==> config.mk <==
export PLATFORM = sky130hd
export DESIGN_NAME = spike_decoder_flat
export DESIGN_NICKNAME = d
export VERILOG_FILES = /design/src/rtl/stdp_pkg.sv /design/src/rtl/spike_decoder_if.sv /design/src/rtl/sat_counter.sv /design/src/rtl/spike_decoder.sv /design/src/flat_wrapper.sv
export SDC_FILE = /design/constraint.sdc
export NUM_CORES = 1
export LEC_CHECK = 0
export ABC_AREA = 1
export CAP_MARGIN = 15
export CORE_UTILIZATION = 48
export DETAILED_ROUTE_END_ITERATION = 8
export HOLD_SLACK_MARGIN = 0.03
export PLACE_DENSITY = 0.73
export RECOVER_POWER = 100
export SLEW_MARGIN = 20
export SYNTH_ARGS = -nofsm -noshare
export SYNTH_HDL_FRONTEND = slang
export SYNTH_SLANG_ARGS = --single-unit
==> constraint.sdc <==
create_clock -name clk -period 1.55 [get_ports clk]
set_clock_uncertainty 0.15 [all_clocks]
set_input_delay 0.31 -clock clk [delete_from_list [all_inputs] [get_ports clk]]
set_output_delay 0.31 -clock clk [all_outputs]
set_load 0.05 [all_outputs]
==> src/rtl/stdp_pkg.sv <==
// rtl/stdp_pkg.sv - shared constants and FSM encoding for the spike decoder
package stdp_pkg;

  localparam int WIN_W_DEF = 12;
  localparam int CNT_W_DEF = 8;

  typedef enum logic {
    IDLE  = 1'b0,
    COUNT = 1'b1
  } dec_state_t;

endpackage

==> src/rtl/spike_decoder_if.sv <==
// rtl/spike_decoder_if.sv - decoded result bus: window rate and inter-spike interval
interface spike_decoder_if
  import stdp_pkg::*;
#(
  parameter int CNT_W = CNT_W_DEF
);

  logic [CNT_W-1:0] rate;
  logic             rate_valid;
  logic             overflow;
  logic [CNT_W-1:0] isi;
  logic             isi_valid;

  modport master (
    output rate,
    output rate_valid,
    output overflow,
    output isi,
    output isi_valid
  );

  modport slave (
    input rate,
    input rate_valid,
    input overflow,
    input isi,
    input isi_valid
  );

endinterface

==> src/rtl/sat_counter.sv <==
// rtl/sat_counter.sv - saturating up-counter; clear restarts the count at the current increment
module sat_counter #(
  parameter int W = 8
) (
  input  logic         clk,
  input  logic         rst_n,
  input  logic         clear,
  input  logic         inc,
  output logic [W-1:0] value,
  output logic         at_max
);

  assign at_max = &value;

  always_ff @(posedge clk or negedge rst_n) begin
    if (!rst_n) begin
      value <= '0;
    end else if (clear) begin
      value <= {{(W-1){1'b0}}, inc};
    end else if (inc && !at_max) begin
      value <= value + W'(1);
    end
  end

endmodule

==> src/rtl/spike_decoder.sv <==
// rtl/spike_decoder.sv - windowed spike-rate decoder; ISI timer compiled in with SPIKE_ISI_EN
module spike_decoder
  import stdp_pkg::*;
#(
  parameter int WIN_W = WIN_W_DEF,
  parameter int CNT_W = CNT_W_DEF
) (
  input  logic             clk,
  input  logic             rst_n,
  input  logic             en,
  input  logic             spike,
  input  logic [WIN_W-1:0] window_len,
  spike_decoder_if.master  dec
);

  dec_state_t       state_q, state_d;
  logic [WIN_W-1:0] timer_q;
  logic [WIN_W-1:0] len_eff;
  logic [CNT_W-1:0] cnt_val;
  logic [CNT_W-1:0] rate_d;
  logic [CNT_W-1:0] rate_q;
  logic             cnt_max;
  logic             cnt_clear;
  logic             cnt_inc;
  logic             win_end;
  logic             rate_valid_q;
  logic             overflow_q;

  assign len_eff = (window_len == '0) ? WIN_W'(1) : window_len;

  always_ff @(posedge clk or negedge rst_n) begin
    if (!rst_n) begin
      state_q <= IDLE;
    end else begin
      state_q <= state_d;
    end
  end

  // The last window cycle's spike goes straight into rate, so it never reaches the counter.
  always_comb begin
    state_d   = state_q;
    win_end   = 1'b0;
    cnt_clear = 1'b1;
    cnt_inc   = 1'b0;
    case (state_q)
      IDLE: begin
        if (en) state_d = COUNT;
      end
      COUNT: begin
        if (!en) begin
          state_d = IDLE;
        end else begin
          win_end   = (timer_q == WIN_W'(1));
          cnt_clear = win_end;
          cnt_inc   = spike && !win_end;
        end
      end
      default: state_d = IDLE;
    endcase
  end

  assign rate_d = (spike && !cnt_max) ? cnt_val + CNT_W'(1) : cnt_val;

  sat_counter #(
    .W (CNT_W)
  ) u_rate_cnt (
    .clk    (clk),
    .rst_n  (rst_n),
    .clear  (cnt_clear),
    .inc    (cnt_inc),
    .value  (cnt_val),
    .at_max (cnt_max)
  );

  // Timer counts down the cycles left in the window and reloads on the last one.
  always_ff @(posedge clk or negedge rst_n) begin
    if (!rst_n) begin
      timer_q <= '0;
    end else if (en) begin
      if (state_q == IDLE || win_end) begin
        timer_q <= len_eff;
      end else begin
        timer_q <= timer_q - WIN_W'(1);
      end
    end
  end

  always_ff @(posedge clk or negedge rst_n) begin
    if (!rst_n) begin
      rate_q       <= '0;
      overflow_q   <= 1'b0;
      rate_valid_q <= 1'b0;
    end else begin
      rate_valid_q <= win_end;
      if (win_end) begin
        rate_q     <= rate_d;
        overflow_q <= spike && cnt_max;
      end
    end
  end

  assign dec.rate       = rate_q;
  assign dec.rate_valid = rate_valid_q;
  assign dec.overflow   = overflow_q;

`ifdef SPIKE_ISI_EN
  logic [CNT_W-1:0] isi_val;
  logic [CNT_W-1:0] isi_q;
  logic             isi_max;
  logic             isi_valid_q;
  logic             armed_q;
  logic             isi_hit;

  // Each spike restarts the timer at 1 so a spike three cycles later reads 3.
  sat_counter #(
    .W (CNT_W)
  ) u_isi_cnt (
    .clk    (clk),
    .rst_n  (rst_n),
    .clear  (!en || spike),
    .inc    (en && !isi_max),
    .value  (isi_val),
    .at_max (isi_max)
  );

  assign isi_hit = en && spike && armed_q;

  always_ff @(posedge clk or negedge rst_n) begin
    if (!rst_n) begin
      armed_q     <= 1'b0;
      isi_q       <= '0;
      isi_valid_q <= 1'b0;
    end else begin
      isi_valid_q <= isi_hit;
      if (isi_hit) isi_q <= isi_val;
      if (!en) begin
        armed_q <= 1'b0;
      end else if (spike) begin
        armed_q <= 1'b1;
      end
    end
  end

  assign dec.isi       = isi_q;
  assign dec.isi_valid = isi_valid_q;
`else
  assign dec.isi       = '0;
  assign dec.isi_valid = 1'b0;
`endif

endmodule

==> src/flat_wrapper.sv <==
// flat-port wrapper written by rule: the top's interface ports become plain ports
module spike_decoder_flat import stdp_pkg::*;
#(
  parameter int WIN_W = WIN_W_DEF,
  parameter int CNT_W = CNT_W_DEF
)
  (clk, rst_n, en, spike, window_len, dec_rate, dec_rate_valid, dec_overflow, dec_isi, dec_isi_valid);
  spike_decoder_if #(.CNT_W(CNT_W)) dec_i ();
  input  logic clk;
  input  logic rst_n;
  input  logic en;
  input  logic spike;
  input  logic [WIN_W-1:0] window_len;
  output wire logic [$bits(dec_i.rate)-1:0] dec_rate;
  output wire logic [$bits(dec_i.rate_valid)-1:0] dec_rate_valid;
  output wire logic [$bits(dec_i.overflow)-1:0] dec_overflow;
  output wire logic [$bits(dec_i.isi)-1:0] dec_isi;
  output wire logic [$bits(dec_i.isi_valid)-1:0] dec_isi_valid;
  assign dec_rate = dec_i.rate;
  assign dec_rate_valid = dec_i.rate_valid;
  assign dec_overflow = dec_i.overflow;
  assign dec_isi = dec_i.isi;
  assign dec_isi_valid = dec_i.isi_valid;
  spike_decoder #(.WIN_W(WIN_W), .CNT_W(CNT_W)) u_core (.clk(clk), .rst_n(rst_n), .en(en), .spike(spike), .window_len(window_len), .dec(dec_i));
endmodule
# [Yosys cells after proc, flatten, opt, wreduce, memory -nomap -nowiden]
# Index checks and enable logic that the tools add are counted.
# Widths: inputs -> output; s select.
[totals] ff_bits=31 latch_bits=0 ram_bits=0 romBits=0 wordCells=32 mem_count=0
[op_classes] n_addsub=2 mul=0 div=0 n_lt_le_gt_ge=0 n_eq_ne=1 shifts=0 mux=12 n_bitwise=1 n_reduce_logical=10
[ops] cell="$mux 12" count=2
[ops] cell="$mux 8" count=3
[ops] cell="$eq 12x1->1 const B" count=1
[ops] cell="$logic_not 12->1" count=1
[ops] cell="$sub 12x1->12 const B" count=1
[ops] cell="$add 8x1->8 const B" count=1
[ops] cell="$reduce_and 8->1" count=1
[ops] cell="$mux 1" count=7
[ops] cell="$logic_and 1x1->1" count=4
[ops] cell="$logic_not 1->1" count=2
[ops] cell="$reduce_bool 2->1" count=1
[ops] cell="$logic_or 1x1->1" count=1
[ops] cell="$not 1->1" count=1

# [Depth between registers and ports, before layout]
# Gate-level depths: netlist of the first run.
[depth] ltp_word=8 ltp_mapped=10 mapped_depth_nobuf=10

# [Hierarchy]
# A second synthesis of the first run with hierarchy kept.
[hier_totals] hier_cells=340 hier_area_um2=2304.7
[by_module_without_submodules] module="spike_decoder" instances=1 cells_each=266 area_each_um2=1760.4 seq_area_each_um2=575.6
[by_module_without_submodules] module="sat_counter" instances=1 cells_each=74 area_each_um2=544.3 seq_area_each_um2=200.2

# [Least setup slack after synthesis of the first run]
# Ideal clock, no wire load.
[synth_path] kind="register -> register" startpoint="register u_core.timer_q[1]" endpoint="register u_core.overflow_q (netlist: u_core.dec.overflow)" arrival_ns=1.303 required_time_ns=1.281 path_slack_ns=-0.022 stages_incl_launch_ff=11 path_buffers=1 period_less_slack_ns=1.572 cell_sequence="dfrtp_1 -> inv_1 -> ha_1 -> nand2_1 -> nor2_4 -> nand3_4 -> nor2_4 -> inv_2 -> buf_6 -> nand2_2 -> o21ai_2"
[synth_via] elab_chain_cells=3
[synth_rtl] element="from (decl)" line="spike_decoder.sv:17" rtl="logic [WIN_W-1:0] timer_q;"
[synth_rtl] element="from (signal assigned)" line="spike_decoder.sv:81" rtl="timer_q <= len_eff;"
[synth_rtl] element="from (signal assigned)" line="spike_decoder.sv:83" rtl="timer_q <= timer_q - WIN_W'(1);"
[synth_rtl] element="$eq 12x1->1" line="spike_decoder.sv:53" rtl="win_end = (timer_q == WIN_W'(1));"
[synth_rtl] element="$mux 1" line="spike_decoder.sv:50" rtl="if (!en) begin"
[synth_rtl] element="$mux 1" line="spike_decoder.sv:45" rtl="case (state_q)"
[synth_rtl] element="to (signal assigned)" line="spike_decoder.sv:97" rtl="overflow_q <= spike && cnt_max;"
[synth_rtl] element="to (decl)" line="spike_decoder.sv:27" rtl="logic overflow_q;"
# No other way between the ends.
# A chain may end at the register's enable or synchronous reset.

# [Worst setup path after layout of the first run]
[layout_path] startpoint="register u_core.timer_q[3]" endpoint="register u_core.timer_q[4]"
[layout_via] elab_chain_cells=5 elab_cells_between_ends=6 classes_between="1 x add/sub; 1 x eq/ne; 3 x mux; 1 x reduce/logical"
[layout_rtl] element="parallel branches: the longest is 4 deep, another holds $sub 12x1->12"
[layout_rtl] element="$mux 12 *" line="spike_decoder.sv:80" rtl="if (state_q == IDLE || win_end) begin"
# Mark *: on every way between the ends.

==> flow_summary.toml, run 1 <==
[global_route]
track_usage = 0.2477
grt_max_degree = 32
grt_pass1_wl_um = 8204
grt_pass1_vias = 1969
grt_overflow = 0
antenna_found_initial = 0

[floorplan]
initial_utilization = 0.5027
num_rows = 23
dieArea_um2 = 4452
top_level_ports = 35
core_um2 = 4000
die_y_um = 66.72
die_w_um = 66.72

[final_layout]
fill_cells = 326
antenna_cells = 0
layout-drive-gt1-share = 0.3214
multiInputGateArea_um2 = 1215
seq_area_um2 = 778.2
final_common_cell = "nand2_1"
final_cells = 414
syn2layout_area_growth_pct = 39.89
nets = 382
layout_common_cells = "nand2_1, buf_4, dfrtp_1"

[setup_path]
path_cells = "nor2_4 -> buf_4 -> nand2_2 -> buf_4 -> nand2_1 -> nand2_1 -> inv_1 -> nand3_1 -> nand3_1 -> nand2_1"
slowest_stage = "dfrtp_1"
crit_path_max_incr_delay_ps = 430
crit_end = "u_core.timer_q[4]$_DFFE_PN0P_"
reg2reg_depth = 10
crit_required_ps = 1560
cp_common_cell = "nand2_1"
cp-end-kind = "flip-flop"
reg2reg_to = "u_core.timer_q[4]$_DFFE_PN0P_"
r2r_slack_ps = -120
cp.arrival_ps = 1680
r2r_start = "u_core.timer_q[3]$_DFFE_PN0P_"
cp-start-kind = "flip-flop"
crit_path_start = "u_core.timer_q[3]$_DFFE_PN0P_"
critical_path_peak_fanout = 3
crit_type = "reg -> reg"

[route]
via_per_inst = 5.019
wl_um = 5208
wl_per_cell_um = 12.58
vias = 2078
post-route-drc-count = 0
drt_iter0_drc = 167
ant_nets = 0
firstDrtPassIters = 4

[sta]
min_period_ps = 1674
whs_ps = 321.5
hold_violations = 0
final-max-slew-violation-count = 0
fin_ws_ps = -123.9
rsz0062_at_grt = "yes"
maxClockFrequency_ghz = 0.5974
relSlewSlack = 0.4728
fin_crit_sh = 1.080
setup_viol = 21
tightest_slew_ps = 790.8

[synth]
ys_seq_elements = 31
syn_area_um2 = 2011
syn_inst = 296
synth_seq_area_share = 0.3858
synth_top_area_share = 0.3858
synth.distinct_cells = 29
syn_area_per_cell_um2 = 6.793
yosysTopAreaCell = "dfrtp_1"
yosysWarnings = 0
synthTopCellsByArea = "dfrtp_1, nand2_1, nand3_1"

[clock_network]
clockBufferDepth = 2
clock_latency_ps = 280
path_clk_slew_ps = 60
cts_tree = "done"
htreeDepth = 2
cts_buffers = 5
cts.sinks = 31
root_buffer = "clkbuf_8"
hold_buffers = 0

[placement]
dp_hpwl_um = 3483
port_buffers = 25
place_congestion = 0.8511
dp_cells = 397
pre_cts_ws_ps = -218.9

[min_path]
hold_class = "reg -> reg"

[job]
cap_viol_max_count = 0

[pwr]
vdd_drop_max_mv = 0.5051
powerDensity_nw_per_um2 = 847.9
leakagePower_nw = 1.499
total_power_mw = 2.385

[run_status]
status = "complete, but fails checks"
violations = "negative setup slack"
==> power by group <==
part | internal, mW | switching, mW | total, mW
Sequential | 0.859 | 0.0526 | 0.912
Clock | 0.520 | 0.298 | 0.818
Combinational | 0.287 | 0.369 | 0.656
Total | 1.67 | 0.719 | 2.38
==> layer usage <==
layer,vias up,share of wire,global-route usage
met5,-,0,0
met4,0,0.026,0.09043
met3,16,0.052,0.05308
met2,76,0.52,0.4634
met1,953,0.40,0.2690
li1,1033,-,-
==> area by class of cell <==
cell class	instances	share of cell area
multi-input combinational	228	0.4319
tap	50	0.02224
timing repair buffer	67	0.1864
inverter	30	0.04093
clock inverter	2	0.01246
clock buffer	6	0.02936
sequential	31	0.2767
==> cell usage after synthesis <==
master / n
a21oi_1: 7
a31oi_1: 1
buf_1: 1
buf_2: 3
buf_4: 10
buf_6: 1
clkbuf_1: 1
conb_1: 1
dfrtp_1: 31
ha_1: 3
inv_1: 29
inv_2: 1
nand2_1: 130
nand2_2: 3
nand3_1: 29
nand3_4: 1
nand3b_1: 2
nand4_1: 3
nor2_1: 21
nor2_2: 2
nor2_4: 3
nor3_1: 2
nor3b_2: 1
o21ai_0: 1
o21ai_2: 2
o21bai_1: 1
or2_1: 1
xnor2_1: 1
xor2_1: 4
==> sequential cells by signal, indices dropped and copies added (netlist names) <==
name                     cells
u_core.timer_q              12
u_core.dec.rate              8
u_core.u_rate_cnt.value      8
u_core.dec.overflow          1
u_core.dec.rate_valid        1
u_core.state_q               1
==> cells by family (layout without fill, tap and decap cells) <==
logic type      after synthesis  after routing  synth area share
xor+xnor                      5              5           0.02178
other cells                   1              9          0.001865
fa+ha+maj                     3              3           0.01867
simple gates                198            199            0.4263
buf+inv                      46            105            0.1101
compound gates               12             12           0.03547
flops                        31             31            0.3858
==> stage by stage <==
step	instance area (um2)	setup TNS [ps]	utilization
finish	2813	-898.1	0.7032
global route	2813	-2818	0.7032
CTS	2828	-366.7	0.7069
detailed placement	2618	-3734	0.6544
global placement	2618	-3070	0.6544
floorplan	2046	-82.20	-
==> worst max-delay path: cells and delay by family (launching register included) <==
kind / cells / cell delay (ps)
buffers and inverters: 3 / 350
and+or+nand+nor: 7 / 620
DFF: 1 / 430
==> what timing repair did <==
action,4_1_cts,5_1_grt
setup buffers,4,4
endpoints found under the setup margin,22,30
cloned,1,0
pin swaps,4,14
gates resized for setup,18,35
==> how the worst min path moves through the flow <==
stage / end / slack [ps] / from / cells after the start
floorplan: u_core.dec.overflow$_DFFE_PN0P_ / -140 / rst_n / 0
global placement: u_core.timer_q[9]$_DFFE_PN0P_ / 340 / u_core.timer_q[9]$_DFFE_PN0P_ / 2
detailed placement: u_core.timer_q[6]$_DFFE_PN0P_ / 340 / u_core.timer_q[6]$_DFFE_PN0P_ / 2
CTS: u_core.timer_q[0]$_DFFE_PN0P_ / 260 / rst_n / 2
global route: u_core.dec.rate[5]$_DFFE_PN0P_ / 360 / u_core.dec.rate[5]$_DFFE_PN0P_ / 2
finish: u_core.dec.rate[6]$_DFFE_PN0P_ / 320 / u_core.dec.rate[6]$_DFFE_PN0P_ / 2
Note: power is estimated with default switching activity, not from simulation.
==> run 2, diff against run 1 <==
--- a/config.mk
+++ b/config.mk
@@ -6,7 +6,6 @@
 export NUM_CORES = 1
 export LEC_CHECK = 0
 export ABC_AREA = 1
-export CAP_MARGIN = 15
 export CORE_UTILIZATION = 48
 export DETAILED_ROUTE_END_ITERATION = 8
 export HOLD_SLACK_MARGIN = 0.03
==> results of run 2 <==
The final DEF is identical to that of run 1; final timing and power are the same.
==> run 3, diff against run 2 <==
--- a/config.mk
+++ b/config.mk
@@ -6,6 +6,7 @@
 export NUM_CORES = 1
 export LEC_CHECK = 0
 export ABC_AREA = 1
+export CAP_MARGIN = 20
 export CORE_UTILIZATION = 48
 export DETAILED_ROUTE_END_ITERATION = 8
 export HOLD_SLACK_MARGIN = 0.03
==> constraint.sdc (replaced) <==
create_clock -name clk -period 1.5 [get_ports clk]
set_clock_uncertainty 0.15 [all_clocks]
set_input_delay 0.3 -clock clk [delete_from_list [all_inputs] [get_ports clk]]
set_output_delay 0.3 -clock clk [all_outputs]
set_load 0.05 [all_outputs]
==> flow_summary.toml, run 3 (synthesis gave the netlist of run 1 again) <==
[setup_path]
cp.arrival_ps = 1680
crit_cells = 9
r2r_slack_ps = -140
cp-start-kind = "flip-flop"
critPathBufInv = 1
critPathTopFamily = "simple AND/OR/NAND/NOR gates"
path_cells = "buf_4 -> nor2_1 -> nand2_1 -> nor2_4 -> nand3_1 -> nand2_1 -> nand2_1 -> nand2_1 -> nand2_1"
critical_path_peak_fanout = 5
reg2reg_to = "u_core.timer_q[11]$_DFFE_PN0P_"
crit_end = "u_core.timer_q[11]$_DFFE_PN0P_"
cp-end-kind = "flip-flop"
crit_path_start = "u_core.timer_q[5]$_DFFE_PN0P_"
crit_required_ps = 1530
crit_type = "reg -> reg"
r2r_start = "u_core.timer_q[5]$_DFFE_PN0P_"
slowest_stage = "dfrtp_1"
crit_path_max_incr_delay_ps = 390
cp_common_cell = "nand2_1"
reg2reg_depth = 9

[floorplan]
die_y_um = 66.72
num_rows = 23
core_um2 = 4000
dieArea_um2 = 4452
top_level_ports = 35
die_w_um = 66.72
initial_utilization = 0.5027

[clock_network]
cts_tree = "done"
hold_buffers = 0
clockBufferDepth = 2
cts.sinks = 31
clock_latency_ps = 290
cts_buffers = 5
htreeDepth = 2
root_buffer = "clkbuf_8"
path_clk_slew_ps = 70

[route]
via_per_inst = 5.107
wl_per_cell_um = 13.25
firstDrtPassIters = 5
wl_um = 5553
post-route-drc-count = 0
vias = 2140
drt_iter0_drc = 127
ant_nets = 0

[sta]
rsz0062_at_grt = "yes"
whs_ps = 318.5
setup_viol = 22
fin_ws_ps = -144.7
relSlewSlack = 0.4648
hold_violations = 0
maxClockFrequency_ghz = 0.6080
tightest_slew_ps = 802.8
min_period_ps = 1645
fin_crit_sh = 1.096
final-max-slew-violation-count = 0

[job]
cap_viol_max_count = 0

[final_layout]
layout_common_cells = "nand2_1, buf_4, dfrtp_1"
final_cells = 419
syn2layout_area_growth_pct = 43.56
nets = 387
top_register = "u_core.timer_q"
antenna_cells = 0
largest_reg_flops = 12
final_common_cell = "nand2_1"
layout-drive-gt1-share = 0.3360

[global_route]
grt_pass1_wl_um = 8749
grt_overflow = 0
antenna_found_initial = 0
grt_pass1_vias = 2092
grt_max_degree = 32
track_usage = 0.2694

[placement]
place_congestion = 0.8861
dp_hpwl_um = 3715
dp_cells = 402
port_buffers = 25
pre_cts_ws_ps = -192.5

[pwr]
powerDensity_nw_per_um2 = 792.9
leakagePower_nw = 1.559
p_comb_frac = 0.312
swShare = 0.3340
intPower_mw = 1.524
p_clk_frac = 0.281
p_seq_frac = 0.407
vdd_drop_max_mv = 0.5148
p_sw_mw = 0.7644

[min_path]
hold_class = "reg -> reg"

[run_status]
status = "complete, but fails checks"
violations = "negative setup slack"
## run 3: changes by cell type in the layout (fill, tap and decap cells not counted), moves of 2 or more
| cell | previous run | this run |
|---|---|---|
| a21oi_1 | 3 | 1 |
| a21oi_2 | 4 | 6 |
| buf_4 | 38 | 42 |
| clkbuf_1 | 0 | 2 |
| dfrtp_1 | 29 | 31 |
| dfrtp_2 | 2 | 0 |
| inv_2 | 3 | 1 |
| nand2_1 | 114 | 110 |
| nand2_4 | 4 | 7 |
## run 3: how the worst min path moves through the flow
stage / start / to / slack [ps] / cells past startpoint
5_1_grt: u_core.dec.rate[2]$_DFFE_PN0P_ / u_core.dec.rate[2]$_DFFE_PN0P_ / 340 / 2
4_1_cts: rst_n / u_core.u_rate_cnt.value[0]$_DFFE_PN0P_ / 240 / 2
3_3_place_gp: u_core.timer_q[6]$_DFFE_PN0P_ / u_core.timer_q[6]$_DFFE_PN0P_ / 350 / 2
3_5_place_dp: u_core.timer_q[6]$_DFFE_PN0P_ / u_core.timer_q[6]$_DFFE_PN0P_ / 360 / 2
6_report: u_core.dec.rate[0]$_DFFE_PN0P_ / u_core.dec.rate[0]$_DFFE_PN0P_ / 320 / 2
2_1_floorplan: rst_n / u_core.dec.overflow$_DFFE_PN0P_ / -150 / 0
## run 3: power by group through the flow
stage          logic [mW]  clock network, mW  registers, mW
2_1_floorplan       0.327                  0          0.950
3_5_place_dp        0.589                  0          0.940
6_report            0.715              0.642          0.932
3_3_place_gp        0.579                  0          0.938
5_1_grt             0.777              0.694          0.936
4_1_cts             0.662              0.647          0.928
## run 3: final cells by class
class | instances | area (um2)
Inverter | 30 | 117.6
Sequential cell | 31 | 775.7
Tap cell | 50 | 62.56
Timing Repair Buffer | 72 | 580.6
Clock buffer | 7 | 76.32
Clock inverter | 1 | 5.005
Fill cell | 316 | 1114
Multi-Input combinational cell | 228 | 1269
## run 3: worst min-delay path: stages, from the launching register on
cell,delay (ps)
dfrtp_1,340
nand2_1,50
nand2_1,40
## run 3: stage by stage
step                      power, mW  TNS [ps]  instance area [um2]    util
final                         2.289     -1861                 2887  0.7216
after CTS                     2.238     -1376                 2902  0.7254
after detailed placement      1.529     -4095                 2664  0.6659
after global placement        1.518     -3484                 2664  0.6659
after global routing          2.407     -4279                 2887  0.7216
after floorplan               1.277    -549.4                 2058       -
## run 3: timing repair
action	4_1_cts	5_1_grt
setup endpoints to repair	29	29
pin swaps	6	9
cloned	2	0
buffers inserted	4	3
gates resized for setup	32	31
## run 3: routing by layer
layer  routed length (um)  track usage
met3                  241      0.05993
met4                  254       0.1516
met2                 2875       0.4912
met5                    0            0
met1                 2182       0.2806
